===== src/rtl/permute_controller.sv =====
// Sequencing FSM for the lane-permutation datapath: matrix read, per-lane remap
// load with counter supervision, and write-back, repeated for a batch of blocks.
module permute_controller #(
    parameter int LANES    = 25,
    parameter int CNT_W    = 32,
    parameter int BLK_W    = 8,
    parameter int WD_SLACK = 2
) (
    input  logic             clk,
    input  logic             rst,
    input  logic             start,
    input  logic             abort,
    input  logic [BLK_W-1:0] numBlocks,
    input  logic [CNT_W-1:0] cnt,
    output logic             dpRst,
    output logic             readData,
    output logic             ldn,
    output logic             enC,
    output logic             writeToFile,
    output logic             busy,
    output logic             done,
    output logic             err,
    output logic [BLK_W-1:0] blockIdx
);

    localparam int WD_MAX = LANES + WD_SLACK;
    localparam int WD_W   = $clog2(WD_MAX + 1);
    localparam logic [WD_W-1:0]         WD_LIMIT  = WD_W'(WD_MAX);
    localparam logic [WD_W-1:0]         WD_ONE    = WD_W'(1);
    localparam logic [WD_W-1:0]         WD_ZERO   = WD_W'(0);
    localparam logic [BLK_W-1:0]        BLK_ONE   = BLK_W'(1);
    localparam logic [BLK_W-1:0]        BLK_ZERO  = BLK_W'(0);
    localparam logic signed [CNT_W-1:0] LAST_LANE = CNT_W'(LANES - 1);
    localparam logic signed [CNT_W-1:0] ZERO_LANE = CNT_W'(0);

    typedef enum logic [2:0] {
        ST_IDLE    = 3'd0,
        ST_INIT    = 3'd1,
        ST_READ    = 3'd2,
        ST_PERMUTE = 3'd3,
        ST_WRITE   = 3'd4,
        ST_NEXT    = 3'd5,
        ST_DONE    = 3'd6,
        ST_ERROR   = 3'd7
    } state_t;

    state_t                  state_r;
    state_t                  next_norm_s;
    state_t                  state_next_s;
    logic [BLK_W-1:0]        count_r;
    logic [BLK_W-1:0]        blk_r;
    logic [WD_W-1:0]         wd_r;
    logic                    err_r;
    logic signed [CNT_W-1:0] cnt_s;
    logic                    last_lane_s;
    logic                    out_of_range_s;
    logic                    wd_expire_s;
    logic                    last_blk_s;
    logic                    start_ok_s;

    assign cnt_s          = $signed(cnt);
    assign last_lane_s    = (cnt_s == LAST_LANE);
    assign out_of_range_s = (cnt_s < ZERO_LANE) || (cnt_s > LAST_LANE);
    // The watchdog counts PERMUTE cycles already spent; this is the last allowed one.
    assign wd_expire_s    = ((wd_r + WD_ONE) == WD_LIMIT);
    assign last_blk_s     = (blk_r == (count_r - BLK_ONE));
    assign start_ok_s     = (state_r == ST_IDLE) && start;

    // Next-state selection ignoring abort.
    always_comb begin
        next_norm_s = state_r;
        case (state_r)
            ST_IDLE: begin
                if (start) begin
                    if (numBlocks == BLK_ZERO) begin
                        next_norm_s = ST_DONE;
                    end else begin
                        next_norm_s = ST_INIT;
                    end
                end else begin
                    next_norm_s = ST_IDLE;
                end
            end
            ST_INIT:  next_norm_s = ST_READ;
            ST_READ:  next_norm_s = ST_PERMUTE;
            ST_PERMUTE: begin
                if (last_lane_s) begin
                    next_norm_s = ST_WRITE;
                end else if (out_of_range_s) begin
                    next_norm_s = ST_ERROR;
                end else if (wd_expire_s) begin
                    next_norm_s = ST_ERROR;
                end else begin
                    next_norm_s = ST_PERMUTE;
                end
            end
            ST_WRITE: next_norm_s = ST_NEXT;
            ST_NEXT: begin
                if (last_blk_s) begin
                    next_norm_s = ST_DONE;
                end else begin
                    next_norm_s = ST_INIT;
                end
            end
            ST_DONE:  next_norm_s = ST_IDLE;
            ST_ERROR: next_norm_s = ST_IDLE;
            default:  next_norm_s = ST_IDLE;
        endcase
    end

    // Abort outranks every transition, including error detection.
    assign state_next_s = (abort && (state_r != ST_IDLE)) ? ST_IDLE : next_norm_s;

    // Moore strobe decode; enC additionally stops on the final lane.
    always_comb begin
        dpRst       = 1'b0;
        readData    = 1'b0;
        ldn         = 1'b0;
        enC         = 1'b0;
        writeToFile = 1'b0;
        done        = 1'b0;
        case (state_r)
            ST_INIT:    dpRst       = 1'b1;
            ST_READ:    readData    = 1'b1;
            ST_PERMUTE: begin
                ldn = 1'b1;
                enC = ~last_lane_s;
            end
            ST_WRITE:   writeToFile = 1'b1;
            ST_DONE:    done        = 1'b1;
            default:    done        = 1'b0;
        endcase
    end

    assign busy     = (state_r != ST_IDLE);
    assign err      = err_r;
    assign blockIdx = blk_r;

    // State register.
    always_ff @(posedge clk or posedge rst) begin
        if (rst) begin
            state_r <= ST_IDLE;
        end else begin
            state_r <= state_next_s;
        end
    end

    // Batch bookkeeping: latched block count, block index, watchdog and sticky error.
    always_ff @(posedge clk or posedge rst) begin
        if (rst) begin
            count_r <= BLK_ZERO;
            blk_r   <= BLK_ZERO;
            wd_r    <= WD_ZERO;
            err_r   <= 1'b0;
        end else begin
            if (start_ok_s) begin
                count_r <= numBlocks;
            end else begin
                count_r <= count_r;
            end

            if (start_ok_s) begin
                blk_r <= BLK_ZERO;
            end else if ((state_r == ST_NEXT) && (state_next_s == ST_INIT)) begin
                blk_r <= blk_r + BLK_ONE;
            end else begin
                blk_r <= blk_r;
            end

            if (state_r == ST_READ) begin
                wd_r <= WD_ZERO;
            end else if (state_r == ST_PERMUTE) begin
                wd_r <= wd_r + WD_ONE;
            end else begin
                wd_r <= wd_r;
            end

            if (start_ok_s) begin
                err_r <= 1'b0;
            end else if (state_next_s == ST_ERROR) begin
                err_r <= 1'b1;
            end else begin
                err_r <= err_r;
            end
        end
    end

endmodule


===== config.mk =====
export PLATFORM = sky130hd
export DESIGN_NAME = permute_controller
export DESIGN_NICKNAME = d
export VERILOG_FILES = /design/src/rtl/permute_controller.sv
export SDC_FILE = /design/constraint.sdc
export NUM_CORES = 1
export LEC_CHECK = 0
export CAP_MARGIN = 20
export CORE_AREA = 5 5 94 52
export DETAILED_ROUTE_END_ITERATION = 10
export DIE_AREA = 0 0 99 57
export PLACE_DENSITY = 0.86
export SYNTH_ARGS = -nofsm -noshare
export SYNTH_HDL_FRONTEND = slang
export SYNTH_SLANG_ARGS = --single-unit

===== constraint.sdc =====
create_clock -name clk -period 2.9 [get_ports clk]
set_input_delay 0.58 -clock clk [delete_from_list [all_inputs] [get_ports clk]]
set_output_delay 0.58 -clock clk [all_outputs]
set_load 0.01 [all_outputs]

==> results.tsv, run 1 <==
stage	metric	value	unit
clocking	cts_root_buf	clkbuf_8	
clocking	cts_tree	yes	
floorplan	die_h	57	um
synth	synth_top_area_share	36.68	%
outcome	status	completed	
setup_path	cp-start-kind	input port	
layout	num_antenna_cells	0	
timing	rsz0062_at_grt	false	
detailed_routing	drc	0	
timing	fin_skew	2.450	ps
timing	finalHoldViolCount	0	
placed_design	place_ws	-140.8	ps
clocking	ctsLongestPathBuffers	2	
timing	fin_hold_ws	505.9	ps
floorplan	coreArea	4105	sq um
synth	synthDistinctLibCells	44	
timing	slew_violations	0	
floorplan	fp.dieW	99	um
synth	yosysMostFrequentCell	nand2_1	
global_route	grt_remaining_overflow	0	
clocking	insertion_delay	270	ps
detailed_routing	viasPerCell	5.248	
clocking	cts-htree-levels	1	
synth	synth_ff_type	dfrtp_1	
global_route	grt_util_all_layers	17.80	%
detailed_routing	wl_met2	2.183	mm
detailed_routing	drt_iter0_markers	117	
floorplan	rows	17	
floorplan	initial_core_util	41.54	%
clocking	clkTransAtPathRegs	90	ps
hold_path	holdPathStages	2	
layout	drive_gt1_share	8.922	%
placed_design	port-buffer-count	59	
detailed_routing	first_pass_iters	4	
synth	synthTopCellsByCount	nand2_1 (40), dfrtp_1 (25), nor2_1 (15)	
setup_path	path_delay_family	buffers and inverters	
synth	syn_area	1705	sq um
setup_path	slowest_delay	440	ps
power_and_ir_drop	powerDensity	707.4	nW/um^2
setup_path	worstPathArrival	2240	ps
setup_path	critical_path_buf_inv_count	3	
timing	worst_pin_slew	431.0	ps
setup_path	r2r_cells	11	
synth	yosysTopAreaCell	dfrtp_1	
synth	synth-edff-count	0	
timing	relSlewSlack	71.20	%
setup_path	cp_common_cell	nor4_2	
hold_path	hp-start	count_r[7]	
placed_design	postPlaceCellArea	2372	sq um
layout	stdcell_area	2450	sq um
detailed_routing	drtAntennaViolNets	0	
synth	yosysWarningCount	0	
timing	min_period	2825	ps
detailed_routing	wl_met1	2.454	mm
job	drv_cap	0	
setup_path	path_cells	clkdlybuf4s50_1, nor4_2, nand2_1, nor4_2, buf_4, nor2_1, dlygate4sd2_1	
placed_design	gp_congestion	0.8659	
timing	fmax	354.0	MHz
global_route	grt_pass1_wl	8.135	mm
layout	area_growth	43.65	%
hold_path	hold_path.class	register to register	
global_route	antenna_found_initial	0	
setup_path	cpMaxStageDelayCell	clkdlybuf4s50_1	
layout	utilization	59.68	%
global_route	grt_pass1_vias	1645	
setup_path	path_class	input port to output pin	
setup_path	path_depth	7	
power_and_ir_drop	vdd_drop_max	0.5530	mV
detailed_routing	wl_per_cell	15.38	um
timing	setup_ws	75.17	ps
synth	syn_nets	255	
power_and_ir_drop	power_leakage	1.017	nW
placed_design	dp.cells	320	
detailed_routing	dr_wl_met3	338	um
detailed_routing	via_count	1711	
synth	synth_area_per_cell	8.239	sq um
setup_path	end_kind	output pin	
layout	fin_cells	326	
setup_path	reg2reg_from	count_r[0]	
clocking	clock-sinks	25	
setup_path	critPathRequiredTime	2320	ps
floorplan	ioPinCount	60	
synth	yosys-top-cells-area	dfrtp_1 (37%), nand2_1 (8.8%), xnor2_1 (4.1%)	
synth	async_flop_share	100.0	%
clocking	cts_buffers	3	
setup_path	worstPathMaxFanout	2	
layout	layout.nets	318	
synth	ys_seq_area_share	36.68	%
global_route	grt_max_degree	26	
detailed_routing	drt-total-wl	5.013	mm
timing	fin_crit_sh	97.41	%
synth	synth_seq_cells	25	
setup_path	cp-startpoint	cnt[31]	
timing	final-setup-viol-count	0	
detailed_routing	top_layer_used	met4	
floorplan	dieArea	5643	sq um
synth	synth_cells	207	
placed_design	hpwl	3.939	mm
## cells by family after synthesis
logic type,Yosys count,synth area share [%]
DFF,25,36.68
AOI/OAI and AO/OA,41,16.95
and+or+nand+nor,100,29.05
muxes,5,3.008
buffers and inverters,20,5.209
adders and majority gates,4,2.935
xor gates and xnor gates,12,6.163
## metal layers
metal | vias up | GRT usage, %
met5 | - | 0
met4 | 0 | 3.502
met3 | 4 | 3.541
met2 | 56 | 26.62
met1 | 799 | 26.76
li1 | 852 | -
## cell usage in the layout (no fill, tap or decap), types with 2 or more instances in the layout
master / instances
a211oi_2: 2
a21bo_1: 2
a21oi_1: 9
a41oi_1: 2
and2_1: 2
and3_1: 2
buf_4: 10
clkbuf_8: 3
clkdlybuf4s50_1: 58
dfrtp_1: 25
ha_1: 4
inv_1: 9
mux2i_1: 4
nand2_1: 40
nand2b_1: 3
nand3_1: 9
nand3b_1: 2
nand4_1: 5
nor2_1: 15
nor3_1: 8
nor4_1: 4
nor4_2: 3
o21a_1: 2
o21ai_0: 11
o21ba_2: 2
o21bai_1: 2
or4_1: 2
xnor2_1: 8
xor2_1: 4
## what timing repair did
item | in CTS | in global routing
hold buffers | 0 | 0
endpoints found under the setup margin | 1 | 1
gates resized for setup | 4 | 0
pin swaps | 3 | 2
hold endpoints to repair | 0 | 0
buffers inserted | 2 | 0
## metrics by stage
stage / total power, mW / TNS (ps)
6_report: 1.733 / 0
5_1_grt: 1.851 / 0
4_1_cts: 1.727 / 0
3_5_place_dp: 1.513 / -140.8
3_3_place_gp: 1.479 / -136.5
2_1_floorplan: 1.189 / 0
## state kept, by name, summed over array words and instances, names as in the netlist
name / flops
blockIdx: 8
count_r: 8
wd_r: 5
state_r: 3
err: 1
## report_power, final
part	internal (mW)	switching (mW)	leakage, nW
Sequential	0.449	0.178	0.330
Clock	0.0985	0.114	0.0228
Combinational	0.443	0.450	0.664
Total	0.991	0.742	1.02
## worst min-delay path, cell delays in order (launching register included)
cell     delay [ps]
dfrtp_1         370
nand2_1          50
nand2_1          60
## cell type report
cell class                      count  area (sq um)
Clock buffer                        4         45.04
Fill cell                         354          1655
Inverter                            9         33.78
Multi-Input combinational cell    162          1010
Sequential cell                    25         625.6
Tap cell                           57         71.32
Timing Repair Buffer               69         664.4
## worst paths after layout
path | to | slack (ps)
worst max-delay path | enC | 80
worst min-delay path | count_r[7] | 510
worst max register to register | blockIdx[1] | 250
worst min register to register | count_r[7] | 510
max in group asynchronous | wd_r[0] | 2000
min in group asynchronous | state_r[1] | 650
Note: power is estimated with default switching activity, not from simulation.
==> run 2: changes to the inputs <==
--- a/config.mk
+++ b/config.mk
@@ -10,6 +10,7 @@
 export DETAILED_ROUTE_END_ITERATION = 10
 export DIE_AREA = 0 0 99 57
 export PLACE_DENSITY = 0.86
+export REMOVE_ABC_BUFFERS = 1
 export SYNTH_ARGS = -nofsm -noshare
 export SYNTH_HDL_FRONTEND = slang
 export SYNTH_SLANG_ARGS = --single-unit
==> results.tsv, run 2 (same netlist as run 1, synthesis figures left out) <==
stage	metric	value	unit	change
detailed_routing	drt_iter0_markers	152		+30%
clocking	ctsLongestPathBuffers	2		unchanged
floorplan	die_h	57	um	unchanged
setup_path	slowest_delay	480	ps	+40 ps
floorplan	ioPinCount	60		unchanged
detailed_routing	viasPerCell	5.450		+3.8%
power_and_ir_drop	p_int	0.9913	mW	about the same
timing	min_period	2885	ps	+59.71 ps
placed_design	dp.cells	317		-0.94%
clocking	insertion_delay	280	ps	about the same
global_route	grt_pass1_vias	1665		+1.2%
layout	layout.nets	314		-1.3%
timing	finalHoldViolCount	0		unchanged
timing	fmax	346.7	MHz	-2.1%
placed_design	gp_congestion	0.8386		-3.2%
clocking	clkTransAtPathRegs	90	ps	about the same
global_route	antenna_found_initial	0		unchanged
global_route	grt_max_degree	26		unchanged
power_and_ir_drop	clkPwrFrac	12.2	%	about the same
placed_design	hpwl	3.955	mm	+0.41%
detailed_routing	via_count	1755		+2.6%
placed_design	port-buffer-count	59		unchanged
layout	fin_cells	322		-1.2%
power_and_ir_drop	comb_power_share	51.4	%	-0.2 points
setup_path	end_kind	output pin		
detailed_routing	drtAntennaViolNets	0		unchanged
layout	drive_gt1_share	8.679	%	-0.24 points
job	drv_cap	0		unchanged
floorplan	initial_core_util	41.54	%	unchanged
layout	num_antenna_cells	0		unchanged
power_and_ir_drop	finalPower	1.746	mW	+0.78%
timing	slew_violations	0		unchanged
setup_path	path_cells	clkdlybuf4s50_1, nor4_1, nand2_1, nor4_4, nor2_1, clkdlybuf4s50_1		
clocking	cts_buffers	3		unchanged
setup_path	path_class	input port to output pin		
clocking	cts_root_buf	clkbuf_8		
layout	final_common_cell	clkdlybuf4s50_1		
detailed_routing	drc	0		unchanged
global_route	grt_pass1_wl	8.245	mm	+1.4%
layout	layout_common_cells	clkdlybuf4s50_1 (59), nand2_1 (40), dfrtp_1 (25), nor2_1 (15), o21ai_0 (11)		
global_route	grt_util_all_layers	18.05	%	+0.25 points
detailed_routing	wl_per_cell	15.77	um	+2.5%
setup_path	cp_common_cell	clkdlybuf4s50_1		
floorplan	rows	17		unchanged
power_and_ir_drop	vdd_drop_max	0.4772	mV	-14%
timing	fin_crit_sh	99.47	%	+2.1 points
clocking	cts-htree-levels	1		unchanged
global_route	grt_remaining_overflow	0		unchanged
clocking	clock-sinks	25		unchanged
clocking	hold_buffers	0		unchanged
floorplan	coreArea	4105	sq um	unchanged
timing	worst_pin_slew	516.7	ps	+85.69 ps
setup_path	critPathRequiredTime	2320	ps	about the same
timing	fin_skew	7.365	ps	+4.915 ps
setup_path	worstPathArrival	2300	ps	+60 ps
floorplan	fp.dieW	99	um	unchanged
timing	final-setup-viol-count	0		unchanged
power_and_ir_drop	powerDensity	714.3	nW/um^2	+0.98%
setup_path	cp-start-kind	input port		
timing	tns	0	ps	unchanged
hold_path	hold_path.class	register to register		
clocking	cts_tree	yes		
detailed_routing	drt-total-wl	5.077	mm	+1.3%
power_and_ir_drop	p_sw_share	43.24	%	+0.42 points
setup_path	worstPathMaxFanout	2		unchanged
layout	area_growth	43.36	%	
detailed_routing	first_pass_iters	4		unchanged
power_and_ir_drop	power_leakage	1.011	nW	-0.54%
power_and_ir_drop	p_seq_share	36.4	%	+0.2 points
power_and_ir_drop	p_sw	0.7551	mW	+1.8%
outcome	status	completed		
floorplan	dieArea	5643	sq um	unchanged
timing	relSlewSlack	65.49	%	-5.7 points
setup_path	cpMaxStageDelayCell	clkdlybuf4s50_1		
[run 2: cell types whose count changed in the layout (fill, tap and decap cells not counted)]
cell             change
nor4_4               +1
clkbuf_1             -1
buf_4                -4
clkinvlp_4           +1
dlygate4sd2_1        -1
clkdlybuf4s50_1      +1
nor3_1               -1
nor4_1               -1
nor3_2               +1
[run 2: timing repair]
item	4_1_cts	5_1_grt
gates resized for setup	1	5
pin swaps	0	4
setup endpoints to repair	1	1
setup buffers	0	1
[run 2: worst max-delay path, delay by kind of cell]
family / cells / cell delay, ps
buffers and inverters: 2 / 910
AND/OR/NAND/NOR: 4 / 820
[run 2: cell type report]
type                            instances  area (sq um)
Clock buffer                            3         41.29
Timing Repair Buffer                   65         635.6
Multi-Input combinational cell        162          1030
Clock inverter                          1         7.507
Fill cell                             340          1660
Sequential cell                        25         625.6
Tap cell                               57         71.32
Inverter                                9         33.78
[run 2: power by group through the flow]
stage	Combinational, mW	Sequential [mW]	Clock [mW]
after floorplan	0.564	0.595	0
after global placement	0.855	0.623	0
after detailed placement	0.881	0.631	0
after CTS	0.890	0.630	0.219
after global routing	0.998	0.652	0.230
final	0.898	0.636	0.212
[run 2: routing by layer]
metal	vias to the layer above	track usage (%)	share of wire, %
li1	845	-	-
met1	837	27.55	50
met2	65	25.95	44
met3	8	2.808	5.0
met4	0	5.837	1.5
met5	-	0	0
[run 2: final timing paths]
kind                             from     endpoint  slack [ps]  cells past startpoint
min reg2reg                       err          err         520                      1
max in group asynchronous         rst   count_r[0]        1990                      3
max reg2reg                count_r[0]  blockIdx[4]         250                     10
min in group asynchronous         rst   count_r[5]         660                      3
min                               err          err         520                      1
max                           cnt[31]          enC          20                      6
[run 2: metrics by stage]
step	utilization (%)	setup WS [ps]	cell area, sq um	hold WS [ps]
after floorplan	-	482.1	1650	465.2
after global placement	57.24	24.42	2350	483.3
after detailed placement	57.24	-16.63	2350	494.0
after CTS	58.58	15.25	2405	524.9
after global routing	59.56	-75.67	2445	545.0
final	59.56	15.46	2445	516.8
